===== config.mk =====
export PLATFORM = sky130hd
export DESIGN_NAME = btn_event_gen
export DESIGN_NICKNAME = d
export VERILOG_FILES = /design/src/rtl/btn_event_gen.sv
export SDC_FILE = /design/constraint.sdc
export NUM_CORES = 1
export LEC_CHECK = 0
export ABC_AREA = 1
export CAP_MARGIN = 20
export CORE_MARGIN = 2
export CORE_UTILIZATION = 25
export CTS_BUF_LIST = sky130_fd_sc_hd__clkbuf_8
export DETAILED_ROUTE_END_ITERATION = 6
export HOLD_SLACK_MARGIN = 0.15
export PLACE_DENSITY = 0.52
export SYNTH_ARGS = -nofsm -noshare
export SYNTH_HDL_FRONTEND = slang
export SYNTH_SLANG_ARGS = --single-unit
export TNS_END_PERCENT = 10

===== constraint.sdc =====
create_clock -name clk -period 2.8 [get_ports clk]
set_input_delay 0.42 -clock clk [delete_from_list [all_inputs] [get_ports clk]]
set_output_delay 0.42 -clock clk [all_outputs]
set_load 0.05 [all_outputs]

===== src/rtl/btn_event_gen.sv =====
// btn_event_gen: turns a debounced button level into one-cycle press / short /
// long / repeat event strobes plus a registered "held" level.
// Latency: every output is registered, one cycle after the deciding clk edge.
// Backpressure: none; strobes are fire-and-forget and are never stalled.
//
// Ports:
//   clk          system clock, all logic on posedge
//   rst          synchronous active-high reset
//   btn_stable   debounced button level, already in the clk domain
//   press_pulse  one-cycle strobe on each accepted press (rising edge)
//   short_pulse  one-cycle strobe on release before the long threshold
//   long_pulse   one-cycle strobe when the hold reaches LONG_CYCLES
//   repeat_pulse one-cycle strobe every REPEAT_CYCLES after long_pulse
//   held         high while a press is in progress (PRESSED or LONG)
//
// Configuration macro: BTN_EVENT_REPEAT_EN
//   defined   - LONG state emits repeat_pulse every REPEAT_CYCLES clocks
//   undefined - repeat_pulse tied low, cnt parked at 0 while in LONG
module btn_event_gen #(
  parameter int LONG_CYCLES   = 100_000_000,
  parameter int REPEAT_CYCLES = 25_000_000
) (
  input  logic clk,
  input  logic rst,
  input  logic btn_stable,
  output logic press_pulse,
  output logic short_pulse,
  output logic long_pulse,
  output logic repeat_pulse,
  output logic held
);

  localparam int CNT_MAX = (LONG_CYCLES > REPEAT_CYCLES) ? LONG_CYCLES : REPEAT_CYCLES;
  localparam int CNT_W   = $clog2(CNT_MAX + 1);

  localparam logic [CNT_W-1:0] LONG_LAST = CNT_W'(LONG_CYCLES - 1);
`ifdef BTN_EVENT_REPEAT_EN
  localparam logic [CNT_W-1:0] REPEAT_LAST = CNT_W'(REPEAT_CYCLES - 1);
`endif

  typedef enum logic [1:0] {
    IDLE    = 2'd0,
    PRESSED = 2'd1,
    LONG    = 2'd2
  } state_t;

  state_t           state;
  state_t           state_nxt;
  logic [CNT_W-1:0] cnt;
  logic [CNT_W-1:0] cnt_nxt;
  logic             btn_q;
  logic             rise;

  logic press_nxt;
  logic short_nxt;
  logic long_nxt;
  logic repeat_nxt;
  logic held_nxt;

  // btn_q resets to 1 so a button already held through reset is not
  // mistaken for a fresh press; a release must be seen first.
  assign rise = btn_stable & ~btn_q;

  always_ff @(posedge clk) begin
    if (rst) begin
      state        <= IDLE;
      cnt          <= '0;
      btn_q        <= 1'b1;
      press_pulse  <= 1'b0;
      short_pulse  <= 1'b0;
      long_pulse   <= 1'b0;
      repeat_pulse <= 1'b0;
      held         <= 1'b0;
    end else begin
      state        <= state_nxt;
      cnt          <= cnt_nxt;
      btn_q        <= btn_stable;
      press_pulse  <= press_nxt;
      short_pulse  <= short_nxt;
      long_pulse   <= long_nxt;
      repeat_pulse <= repeat_nxt;
      held         <= held_nxt;
    end
  end

  always_comb begin
    state_nxt  = state;
    cnt_nxt    = cnt;
    press_nxt  = 1'b0;
    short_nxt  = 1'b0;
    long_nxt   = 1'b0;
    repeat_nxt = 1'b0;

    case (state)
      IDLE: begin
        // A fall while idle carries no meaning and is ignored.
        if (rise) begin
          state_nxt = PRESSED;
          cnt_nxt   = '0;
          press_nxt = 1'b1;
        end
      end

      PRESSED: begin
        // Release is tested first so a release coinciding with the long
        // threshold is reported as a short press.
        if (!btn_stable) begin
          state_nxt = IDLE;
          cnt_nxt   = '0;
          short_nxt = 1'b1;
        end else if (cnt == LONG_LAST) begin
          state_nxt = LONG;
          cnt_nxt   = '0;
          long_nxt  = 1'b1;
        end else begin
          cnt_nxt = cnt + CNT_W'(1);
        end
      end

      LONG: begin
        // Release after a long press ends silently.
        if (!btn_stable) begin
          state_nxt = IDLE;
          cnt_nxt   = '0;
        end else begin
`ifdef BTN_EVENT_REPEAT_EN
          if (cnt == REPEAT_LAST) begin
            cnt_nxt    = '0;
            repeat_nxt = 1'b1;
          end else begin
            cnt_nxt = cnt + CNT_W'(1);
          end
`else
          cnt_nxt = '0;
`endif
        end
      end

      default: begin
        state_nxt = IDLE;
        cnt_nxt   = '0;
      end
    endcase

    held_nxt = (state_nxt != IDLE);
  end

endmodule


Word level (Yosys, flattened, before mapping)
Index checks and enable logic that the tools add are counted.
- $add $sub $neg: 1
- muxes and demuxes: 12
- equality and inequality tests: 4
- shift operators: 0
- bitwise gates (word level): 5
- reductions and logical operators: 5
- order comparisons: 0
- multipliers: 0
- divide/modulo/power cells: 0
- operator list (kind ; number):
    $mux W27 ; 3
    $pmux W27 S2 ; 1
    $add A27 B1 Y27 const B ; 1
    $eq A27 B27 Y1 const B ; 1
    $mux W2 ; 4
    $pmux W2 S3 ; 1
    $not A1 Y1 ; 4
    $reduce_or A2 Y1 ; 2
    $mux W1 ; 3
    $reduce_or A3 Y1 ; 1
    $eq A2 B1 Y1 const B ; 1
    $eq A2 B2 Y1 const B ; 1
    $logic_not A2 Y1 ; 1
    $ne A2 B2 Y1 const B ; 1
    $reduce_bool A2 Y1 ; 1
    $and A1 B1 Y1 ; 1
- bits of input ports: 3
- memories kept: 0
- memory bits (read-only): 0
- output and inout bits: 5
- bits in writable memories: 0
- logic and storage cells: 34
- flip-flop bits (word level): 34
- latch bits: 0

Logic depth before layout (Yosys ltp)
Gate-level depths: netlist of the first run.
- depth after elaboration: 5
- mapped depth: 11
- gate-level depth less buffers: 11

Worst setup path before layout of the first run
Ideal clock, no wire load.
- path kind: register to register
- start point: register cnt[0]
- end point: register cnt[19]
- period minus slack after synthesis: 1.420 ns
- arrival time: 1.305 ns
- slack: 1.380 ns
- setup time: 0.115 ns
- cell stages (with the launch flop): 12
- buffers on the path: 1
- required time: 2.685 ns
- cells stage by stage: dfxtp_1 -> ha_1 -> inv_1 -> nor2_4 -> nand2_2 -> nor2_1 -> nand2_1 -> nand2_2 -> nand2_4 -> nand2_8 -> buf_12 -> nor2_2
- word-level cells in the longest chain between the ends: 4
- elaborated cells between the ends (all ways): 5
- those cells by class: add/sub (1); eq/ne (1); mux (3)
- RTL lines (item ; line ; RTL):
    from (decl) ; 49 ; logic [CNT_W-1:0] cnt;
    from (signal assigned) ; 76 ; cnt <= cnt_nxt;
    $add A27 B1 Y27 or $eq A27 B27 Y1 (tied branches) ; 116, 111 ;
    $mux W27 * ; 111 ; end else if (cnt == LONG_LAST) begin
    $mux W27 * ; 107 ; if (!btn_stable) begin
    $pmux W27 S2 * ; 94 ; case (state)
Mark *: on every way between the ends. The rest lies on a longest branch, timed or not.
A chain may end at the register's enable or synchronous reset.

Worst setup path in the final report of the first run
- start point: register press_pulse
- end point: output press_pulse
- RTL lines (item ; line ; RTL):
    from (decl) ; 26 ; output logic press_pulse,
    from (signal assigned) ; 78 ; press_pulse <= press_nxt;
No word-level cell between the ends.

==> results of run 1 <==
[layer usage]
| metal | track usage, % | vias up |
|---|---|---|
| li1 | - | 810 |
| met1 | 12.5 | 685 |
| met2 | 16.7 | 14 |
| met3 | 3.10 | 2 |
| met4 | 3.46 | 0 |
| met5 | 0 | - |
[power by group]
part / internal [mW] / leakage, nW / total (mW) / switching, mW
Sequential: 0.488 / 0.275 / 0.490 / 0.00221
Clock: 0.164 / 0.0466 / 0.334 / 0.170
Combinational: 0.0130 / 0.456 / 0.0482 / 0.0352
[kinds of logic after synthesis]
| group | Yosys count | synth area share, % |
|---|---|---|
| compound gates | 8 | 2.31 |
| xor+xnor | 14 | 6.66 |
| fa+ha+maj | 1 | 0.679 |
| buf+inv | 40 | 10.3 |
| flops | 34 | 37.0 |
| other cells | 1 | 0.204 |
| simple gates | 159 | 42.9 |
[layout by cell type (no fill, tap or decap), types with 2 or more instances in the layout]
master	netlist	layout
nand2_1	54	54
nor2_1	39	39
inv_1	35	37
dfxtp_1	34	34
nand3_1	17	17
nor2_2	16	16
xor2_1	14	14
nor3_1	12	12
nand4_1	7	7
a21oi_1	6	6
clkdlybuf4s50_1	0	6
clkbuf_8	0	5
nand2_2	4	4
nor2_4	4	4
nand2_4	2	2
[final timing paths]
path / start / end / cells after the start
worst max-delay path: press_pulse$_SDFF_PP0_ / press_pulse / 1
worst min-delay path: cnt[0]$_SDFFE_PP0P_ / cnt[0]$_SDFFE_PP0P_ / 2
worst max register to register: cnt[0]$_SDFFE_PP0P_ / cnt[25]$_SDFFE_PP0P_ / 10
worst min register to register: cnt[0]$_SDFFE_PP0P_ / cnt[0]$_SDFFE_PP0P_ / 2
[area by class of cell]
| cell class | count | area [um2] | share of cell area (%) |
|---|---|---|---|
| Tap cell | 99 | 124 | 6.05 |
| Clock inverter | 2 | 7.51 | 0.367 |
| Timing Repair Buffer | 6 | 60.1 | 2.93 |
| Multi-Input combinational cell | 183 | 972 | 47.5 |
| Sequential cell | 34 | 681 | 33.2 |
| Clock buffer | 5 | 68.8 | 3.36 |
| Inverter | 36 | 135 | 6.60 |
[registers in the layout, indices dropped and copies added, names as in the netlist]
signal,flops
short_pulse,1
held,1
press_pulse,1
cnt,27
long_pulse,1
btn_q,1
state,2
[stage by stage]
| stage | power (mW) | utilization (%) |
|---|---|---|
| 3_5_place_dp | 0.551 | 27.5 |
| 4_1_cts | 0.889 | 28.5 |
| 2_1_floorplan | 0.549 | - |
| 6_report | 0.872 | 28.5 |
| 3_3_place_gp | 0.550 | 27.5 |
| 5_1_grt | 0.911 | 28.5 |
==> results by group, run 1 <==
Routing
  • Initial DRC count: 71
  • Routed WL: 3.75 mm
  • Met2 WL post-DR: 1.77 mm
  • Met3 wire len: 113 um
  • Metal-1 WL: 1.85 mm
  • Antenna Nets Post-Route: 0
  • Top Metal Used: met4
  • WL/cell: 10.3 um
  • # DRC: 0
  • Vias: 1511
  • Mean number of vias per cell: 4.14
  • Pre-antenna DRT Iters: 4

GRT
  • Largest net degree at the start of global routing: 27
  • Total gr overflow: 0
  • Initial antenna violation count: 0
  • First-pass GRT wire length: 6.61 mm
  • Overall Global Routing Usage: 10.1%
  • Vias in the first global route: 1496

Logic synthesis
  • Synth Net Count: 261
  • Mean Syn Cell Area: 7.17 um2
  • Yosys warning count: 0
  • Register area share after synthesis: 37.0%
  • Most frequent cell after synthesis: nand2_1
  • Cells after Synth: 257
  • Post-Syn Area: 0.00184 mm2
  • Top post-synthesis cells by area: dfxtp_1 (37%), nand2_1 (11%), nor2_1 (7.9%)
  • Yosys reg bits: 34
  • Unique masters post-synth: 26
  • Async SR Flop Fraction: 0%
  • Cell taking the most area after synthesis: dfxtp_1
  • Fraction of post-synthesis cell area in the top cell type by area: 37.0%
  • Top cells by instance count after synthesis: nand2_1 (54), nor2_1 (39), inv_1 (35)
  • Prevailing post-synth register cell: dfxtp_1
  • Post-synth EDFFs: 0

Critical path
  • Largest delay share family, worst path: buffers and inverters
  • Worst EP required: 2.38 ns
  • Crit-path max cell delay: 0.79 ns
  • Startpoint types: register
  • Worst path cell trace: clkdlybuf4s50_1
  • Crit-path slowest cell: clkdlybuf4s50_1
  • Register-to-register setup slack: 1.17 ns
  • CP Capture Type: primary output
  • CP Max Fanout: 1
  • Worst Path Buf+Inv: 1
  • Setup CP Type: reg -> out
  • Worst Path Arrival: 1.38 ns

Floorplan
  • Die Ht: 89.8 um
  • Initial Utilization: 25.7%
  • # IOs: 8
  • Die width: 89.8 um
  • CORE AREA: 0.00718 mm2
  • Full die area: 0.00807 mm2
  • Row count: 31

Place
  • Dpl hpwl: 2.87 mm
  • RD Place Congestion: 0.822
  • Placed Area: 0.00197 mm2
  • DP Worst Slack: 0.815 ns
  • Placed Cells: 358
  • IO buf count: 6

Power
  • Maximum vdd drop: 174 uV
  • Pwr Density: 426 mW/mm2
  • P_leak: 0.777 nW

Clock tree
  • Hold buffers post-CTS: 0
  • Clock tree buffer depth: 2
  • # H-tree levels: 2
  • CTS tree: built
  • Worst-path clk slew: 0.07 ns
  • Clk root buf: clkbuf_8
  • Clk Latency, worst-skew pair: 0.28 ns
  • Post-CTS setup repair buffer count: 0
  • CTS resizes: 0
  • CTS Sinks: 34
  • CTS buffer count: 5

Timing
  • Final setup TNS: 0 ns
  • Hold WS: 0.493 ns
  • RSZ-0062 raised after global routing: false
  • # setup viols final: 0
  • Fin worst setup slack: 0.999 ns
  • Final worst path period need: 1.80 ns
  • Max Fclk: 555 MHz
  • Final hold vios: 0
  • Tcrit/Tclk final: 64.3%
  • Final Max Slew Viols: 0
  • Final Skew: 0.00337 ns

Run status
  • Status: finished, final reports clean

Finish
  • Final #Nets: 270
  • Area Overhead vs Synth: 11.2%
  • Non-Filler Instances: 365
  • Design Area, Final: 0.00205 mm2
  • N_diodes: 0
  • Fill cells: 793
  • Layout cells sized above 1: 13.2%

Run
  • Max_cap viols: 0

Worst hold path
  • Hold Crit Class: reg -> reg
No activity file was read; power rests on OpenSTA's default activity.
==> run 2, diff against run 1 <==
Settings changed: PLACE_DENSITY 0.52 to 0.53.
Clock period 2.8 ns to 1.6 ns, I/O delays scaled along.
==> run 2 against run 1 <==
- sequential power grew 75%
- final cell count grew 4.4%
- wire length grew 9.9%
- cell area grew 8.2%
- critical path depth grew 8
- flip-flop and latch count is the same
- combinational power grew 140%
- critical path type is now reg -> reg
- critical endpoint is now cnt[1]$_SDFFE_PP0P_
- largest power group unchanged
==> results by group, run 2 (synthesized netlist as in run 1, its figures left out) <==
Finish
  • Most common cell after layout, fill and taps aside: nand2_1
  • Area Overhead vs Synth: 20.4%
  • Top reg by flops: cnt
  • Layout cells sized above 1: 22.3% (+9.2 points)
  • Fin util: 30.9% (+2.4 points)
  • Final #Nets: 285 (+5.6%)
  • Most frequent cells in the layout: nand2_1 (54), nor2_1 (36), inv_1 (35)
  • Design Area, Final: 0.00222 mm2 (+8.2%)
  • Non-Filler Instances: 381 (+4.4%)
  • Largest registers: cnt x27, state x2
  • N_diodes: 0 (unchanged)
  • Max reg flops: 27 (unchanged)

Timing
  • Worst slew pin tran: 0.521 ns
  • Final Skew: 0.00651 ns (+0.00315 ns)
  • Rel. slew slack: 65.2%
  • Final Max Slew Viols: 0 (unchanged)
  • Final worst path period need: 1.51 ns
  • Fin worst setup slack: 0.0901 ns (-0.909 ns)
  • Tcrit/Tclk final: 94.4%
  • Final hold vios: 0 (unchanged)
  • Final setup TNS: 0 ns (unchanged)
  • # setup viols final: 0 (unchanged)
  • Max Fclk: 662 MHz

Clock tree
  • Hold buffers post-CTS: 0 (unchanged)
  • Clk Latency, worst-skew pair: 0.29 ns (about the same)
  • CTS buffer count: 5 (unchanged)
  • Worst-path clk slew: 0.07 ns (about the same)
  • CTS Sinks: 34 (unchanged)
  • # H-tree levels: 2 (unchanged)
  • Clock tree buffer depth: 2 (unchanged)
  • Clk root buf: clkbuf_8
  • CTS tree: built

Critical path
  • CP Max Fanout: 13 (+12)
  • Startpoint types: register
  • Crit. path cell count: 9 (+8)
  • Worst EP required: 1.78 ns (-0.60 ns)
  • Setup CP Type: reg -> reg
  • Crit-path most repeated cell: nand2_1
  • Worst Path Arrival: 1.69 ns (+0.31 ns)
  • Crit-path slowest cell: dfxtp_1
  • CP Capture Type: register
  • Largest delay share family, worst path: simple AND/OR/NAND/NOR gates
  • Crit-path max cell delay: 0.40 ns (-0.39 ns)
  • Worst-case reg-to-reg path depth: 9 (-1)
  • Worst path cell trace: nand2_1 > nor2_1 > nand2_1 > nor2_1 > nand2_1 > nand2_2 > nand2_8 > nand2_8 > nor3_1
  • Worst Path Buf+Inv: 0 (-1)

Worst hold path
  • Hold Path Stages: 2 (unchanged)
  • Hold Crit Class: reg -> reg

Power
  • Combinational power share: 7.1% (+1.6 points)
  • Clk pwr share: 40.7% (+2.4 points)
  • Int Power: 1.24 mW (+86%)
  • Pwr Density: 742 mW/mm2 (+74%)
  • Switch Pwr: 406 uW (+96%)
  • Switch share: 24.7% (+0.90 points)
  • Maximum vdd drop: 316 uV (+81%)
  • P_leak: 0.862 nW (+11%)
  • Sequential group share of total power: 52.2% (-4.0 points)

Place
  • DP Worst Slack: -0.113 ns (-0.928 ns)
  • Dpl hpwl: 2.91 mm (+1.2%)
  • Placed Area: 0.00205 mm2 (+4.1%)
  • RD Place Congestion: 0.839 (+2.1%)
  • Placed Cells: 370 (+3.4%)
  • IO buf count: 6 (unchanged)

Routing
  • Pre-antenna DRT Iters: 4 (unchanged)
  • WL/cell: 10.8 um (+5.3%)
  • Initial DRC count: 60 (-15%)
  • Mean number of vias per cell: 4.22 (+2.0%)
  • # DRC: 0 (unchanged)
  • Antenna Nets Post-Route: 0 (unchanged)
  • Routed WL: 4.12 mm (+9.9%)
  • Vias: 1609 (+6.5%)

GRT
  • Grt met1 use: 13.9% (+1.4 points)
  • First-pass GRT wire length: 6.85 mm (+3.6%)
  • Overall Global Routing Usage: 10.6% (+0.49 points)
  • Met3 Usage GRT: 2.93% (-0.17 points)
  • Total gr overflow: 0 (unchanged)
  • Initial antenna violation count: 0 (unchanged)
  • GR Util met2: 16.3% (-0.44 points)
  • GRT busiest layer: met2
  • Vias in the first global route: 1480 (-1.1%)
  • Largest net degree at the start of global routing: 27 (unchanged)

Floorplan
  • # IOs: 8 (unchanged)
  • Initial Utilization: 25.7% (unchanged)
  • Die Ht: 89.8 um (unchanged)
  • Full die area: 0.00807 mm2 (unchanged)
  • Die width: 89.8 um (unchanged)
  • Row count: 31 (unchanged)
  • CORE AREA: 0.00718 mm2 (unchanged)

Run
  • Max_cap viols: 0 (unchanged)

Run status
  • Status: finished, final reports clean
[run 2: cell types whose count changed in the layout (fill, tap and decap cells not counted), moves of 2 or more]
cell             change
nand2_8              +2
clkdlybuf4s50_1      -4
inv_1                -2
dfxtp_1              -2
buf_4               +17
nor2_2               +3
nor2_1               -3
dfxtp_2              +2
[run 2: worst min-delay path, cell delays in order, from the launching register on]
cell and delay [ns]:
dfxtp_1 0.32, nand3_1 0.10, nand2_1 0.06
[run 2: layout make-up]
class                      instances  area [um2]
clock buffer                       6        82.6
clock inverter                     2        12.5
fill                             813        4960
inverter                          36         135
multi-input combinational        185        1030
sequential                        34         683
tap                               99         124
timing repair buffer              19         148
[run 2: final timing paths]
path,slack [ns],start,end
max reg2reg,0.09,cnt[22]$_SDFFE_PP0P_,cnt[1]$_SDFFE_PP0P_
max,0.09,cnt[22]$_SDFFE_PP0P_,cnt[1]$_SDFFE_PP0P_
min reg2reg,0.53,state[1]$_SDFF_PP0_,state[1]$_SDFF_PP0_
min,0.53,state[1]$_SDFF_PP0_,state[1]$_SDFF_PP0_
[run 2: power by group through the flow]
stage | Sequential [mW] | Combinational, mW | Clock, mW
after detailed placement | 0.876 | 0.100 | 0
after global placement | 0.876 | 0.0991 | 0
after CTS | 0.857 | 0.101 | 0.700
final | 0.859 | 0.118 | 0.670
after global routing | 0.859 | 0.129 | 0.746
after floorplan | 0.883 | 0.0772 | 0
[run 2: metal layers]
metal	up-vias	share of wire, %
li1	844	-
met1	733	50
met2	27	45
met3	5	3.2
met4	0	1.7
met5	-	0
[run 2: what timing repair did]
item / in CTS / in global routing
pin swaps: 1 / 1
setup endpoints to repair: 12 / 30
setup buffers: 0 / 1
cloned: 0 / 2
resized for setup: 2 / 7
[run 2: stage by stage]
stage / hold slack (ns) / power (mW)
2_1_floorplan: 0.312 / 0.960
5_1_grt: 0.552 / 1.73
3_5_place_dp: 0.515 / 0.976
3_3_place_gp: 0.505 / 0.975
6_report: 0.526 / 1.65
4_1_cts: 0.522 / 1.66
==> run 3, diff against run 2 <==
Settings changed: GPL_ROUTABILITY_DRIVEN set to 1, PLACE_DENSITY 0.53 to not set.
==> run 3 against run 2 <==
- worst hold slack got worse by 0.034 ns
- register-to-register slack about the same
- global-route usage shrank 0.73 points
- core utilization up 0.70 points
- die area did not move
- setup slack better by 0.0042 ns
- sequential share of layout area is 0.68 points lower
- flip-flop and latch count unchanged
- via count up 1.1%
- count of clock-buffer cells in the layout fell by 1
- final cell count decreased by 0.52%
- critical path type unchanged
- largest cell class unchanged
==> results by group, run 3 (synthesized netlist as in run 1, its figures left out) <==
Finish
  • Max reg flops: 27 (unchanged)
  • Final #Nets: 283 (-0.70%)
  • Most common cell after layout, fill and taps aside: nand2_1
  • Design Area, Final: 0.00227 mm2 (+2.3%)
  • Layout cells sized above 1: 22.1% (-0.20 points)
  • Top reg by flops: cnt
  • Most frequent cells in the layout: nand2_1 (53), nor2_1 (37), inv_1 (35)
  • Largest registers: cnt x27, state x2
  • Area Overhead vs Synth: 23.1%
  • N_diodes: 0 (unchanged)

Timing
  • RSZ-0062 raised after global routing: true
  • Final setup TNS: 0 ns (unchanged)
  • Final worst path period need: 1.51 ns (-0.00424 ns)
  • Rel. slew slack: 52.6% (-13 points)
  • # setup viols final: 0 (unchanged)
  • Final Max Slew Viols: 0 (unchanged)
  • Final hold vios: 0 (unchanged)
  • Tcrit/Tclk final: 94.1% (-0.27 points)
  • Max Fclk: 664 MHz (+0.28%)
  • Worst slew pin tran: 0.710 ns (+0.189 ns)
  • Final Skew: 0.00933 ns (+0.00281 ns)

Routing
  • # DRC: 0 (unchanged)
  • Vias: 1626 (+1.1%)
  • WL/cell: 10.8 um (-0.11%)
  • Routed WL: 4.09 mm (-0.63%)
  • Antenna Nets Post-Route: 0 (unchanged)
  • Pre-antenna DRT Iters: 4 (unchanged)
  • Initial DRC count: 144 (+140%)
  • Mean number of vias per cell: 4.29 (+1.6%)

Floorplan
  • CORE AREA: 0.00718 mm2 (unchanged)
  • Die width: 89.8 um (unchanged)
  • # IOs: 8 (unchanged)
  • Die Ht: 89.8 um (unchanged)
  • Row count: 31 (unchanged)
  • Initial Utilization: 25.7% (unchanged)
  • Full die area: 0.00807 mm2 (unchanged)

Clock tree
  • Clock tree buffer depth: 2 (unchanged)
  • Clk Latency, worst-skew pair: 0.29 ns (about the same)
  • # H-tree levels: 2 (unchanged)
  • Hold buffers post-CTS: 0 (unchanged)
  • CTS Sinks: 34 (unchanged)
  • Clk root buf: clkbuf_8
  • Worst-path clk slew: 0.07 ns (about the same)
  • CTS buffer count: 5 (unchanged)
  • CTS tree: built

GRT
  • Overall Global Routing Usage: 9.86% (-0.73 points)
  • Initial antenna violation count: 0 (unchanged)
  • Vias in the first global route: 1460 (-1.4%)
  • Largest net degree at the start of global routing: 27 (unchanged)
  • Total gr overflow: 0 (unchanged)
  • First-pass GRT wire length: 6.45 mm (-5.8%)

Power
  • P_leak: 0.882 nW (+2.4%)
  • Pwr Density: 776 mW/mm2 (+4.5%)
  • Maximum vdd drop: 260 uV (-18%)

Place
  • IO buf count: 6 (unchanged)
  • Dpl hpwl: 2.89 mm (-0.75%)
  • RD Place Congestion: 0.903 (+7.6%)
  • Placed Area: 0.00203 mm2 (-1.1%)

Critical path
  • CP Capture Type: register
  • Worst Path Arrival: 1.69 ns (about the same)
  • Setup CP Type: reg -> reg
  • CP Max Fanout: 7 (-6)
  • Startpoint types: register
  • Worst EP required: 1.78 ns (about the same)

Run status
  • Status: finished, final reports clean

Worst hold path
  • Hold Crit Class: reg -> reg

Run
  • Max_cap viols: 0 (unchanged)
run 3: cell count changes in the layout (fill, tap and decap cells not counted), moves of 2 or more:
cell and change:
nor2_2 -4, buf_4 -3, nor2_4 +3, nand2_8 +2
run 3: worst max-delay path, stage by stage, from the launching register on:
cell,delay [ns]
dfxtp_2,0.36
ha_4,0.14
inv_1,0.05
nor2_4,0.15
nand2_4,0.09
nor2_4,0.11
nand2_2,0.08
nand2_4,0.11
nand2_8,0.11
nand2_8,0.12
nor3_1,0.06
run 3: through the flow:
step | instances | setup WS (ns) | power [mW] | utilization, % | hold WS, ns
6_report | 379 | 0.0944 | 1.76 | 31.6 | 0.492
5_1_grt | 379 | -0.00784 | 1.84 | 31.6 | 0.525
4_1_cts | 375 | 0.00587 | 1.76 | 29.8 | 0.496
3_5_place_dp | 367 | -0.0743 | 0.967 | 28.3 | 0.485
3_3_place_gp | 367 | -0.0739 | 0.968 | 28.3 | 0.472
2_1_floorplan | 257 | 0.180 | 0.960 | - | 0.312
run 3: report_power, final:
group | switching (mW) | total (mW) | internal, mW
registers | 0.00530 | 0.860 | 0.854
logic | 0.0849 | 0.123 | 0.0381
clock network | 0.319 | 0.777 | 0.458
run 3: what timing repair did:
item / 4_1_cts / 5_1_grt
gates resized for setup: 0 / 17
setup endpoints to repair: 0 / 30
setup buffers: 0 / 1
run 3: worst paths after layout:
kind,slack [ns],depth (start not counted),start,end
worst max-delay path,0.09,10,cnt[0]$_SDFFE_PP0P_,cnt[1]$_SDFFE_PP0P_
worst min-delay path,0.49,2,cnt[0]$_SDFFE_PP0P_,cnt[0]$_SDFFE_PP0P_
worst max register to register,0.09,10,cnt[0]$_SDFFE_PP0P_,cnt[1]$_SDFFE_PP0P_
worst min register to register,0.49,2,cnt[0]$_SDFFE_PP0P_,cnt[0]$_SDFFE_PP0P_
run 3: cell type report:
| type | instances | area, um2 |
|---|---|---|
| well taps | 99 | 124 |
| flip-flops and latches | 34 | 683 |
| clock inverters | 3 | 40.0 |
| clock buffers | 5 | 68.8 |
| repair buffers | 16 | 125 |
| fillers | 764 | 4910 |
| inverters | 36 | 135 |
| multi-input cells | 186 | 1090 |
run 3: metal layers:
layer | wire length (um) | up-vias | GRT usage [%]
li1 | - | 846 | -
met3 | 176 | 15 | 2.77
met5 | 0 | - | 0
met2 | 1850 | 34 | 15.0
met4 | 167 | 0 | 5.90
met1 | 1900 | 731 | 12.4
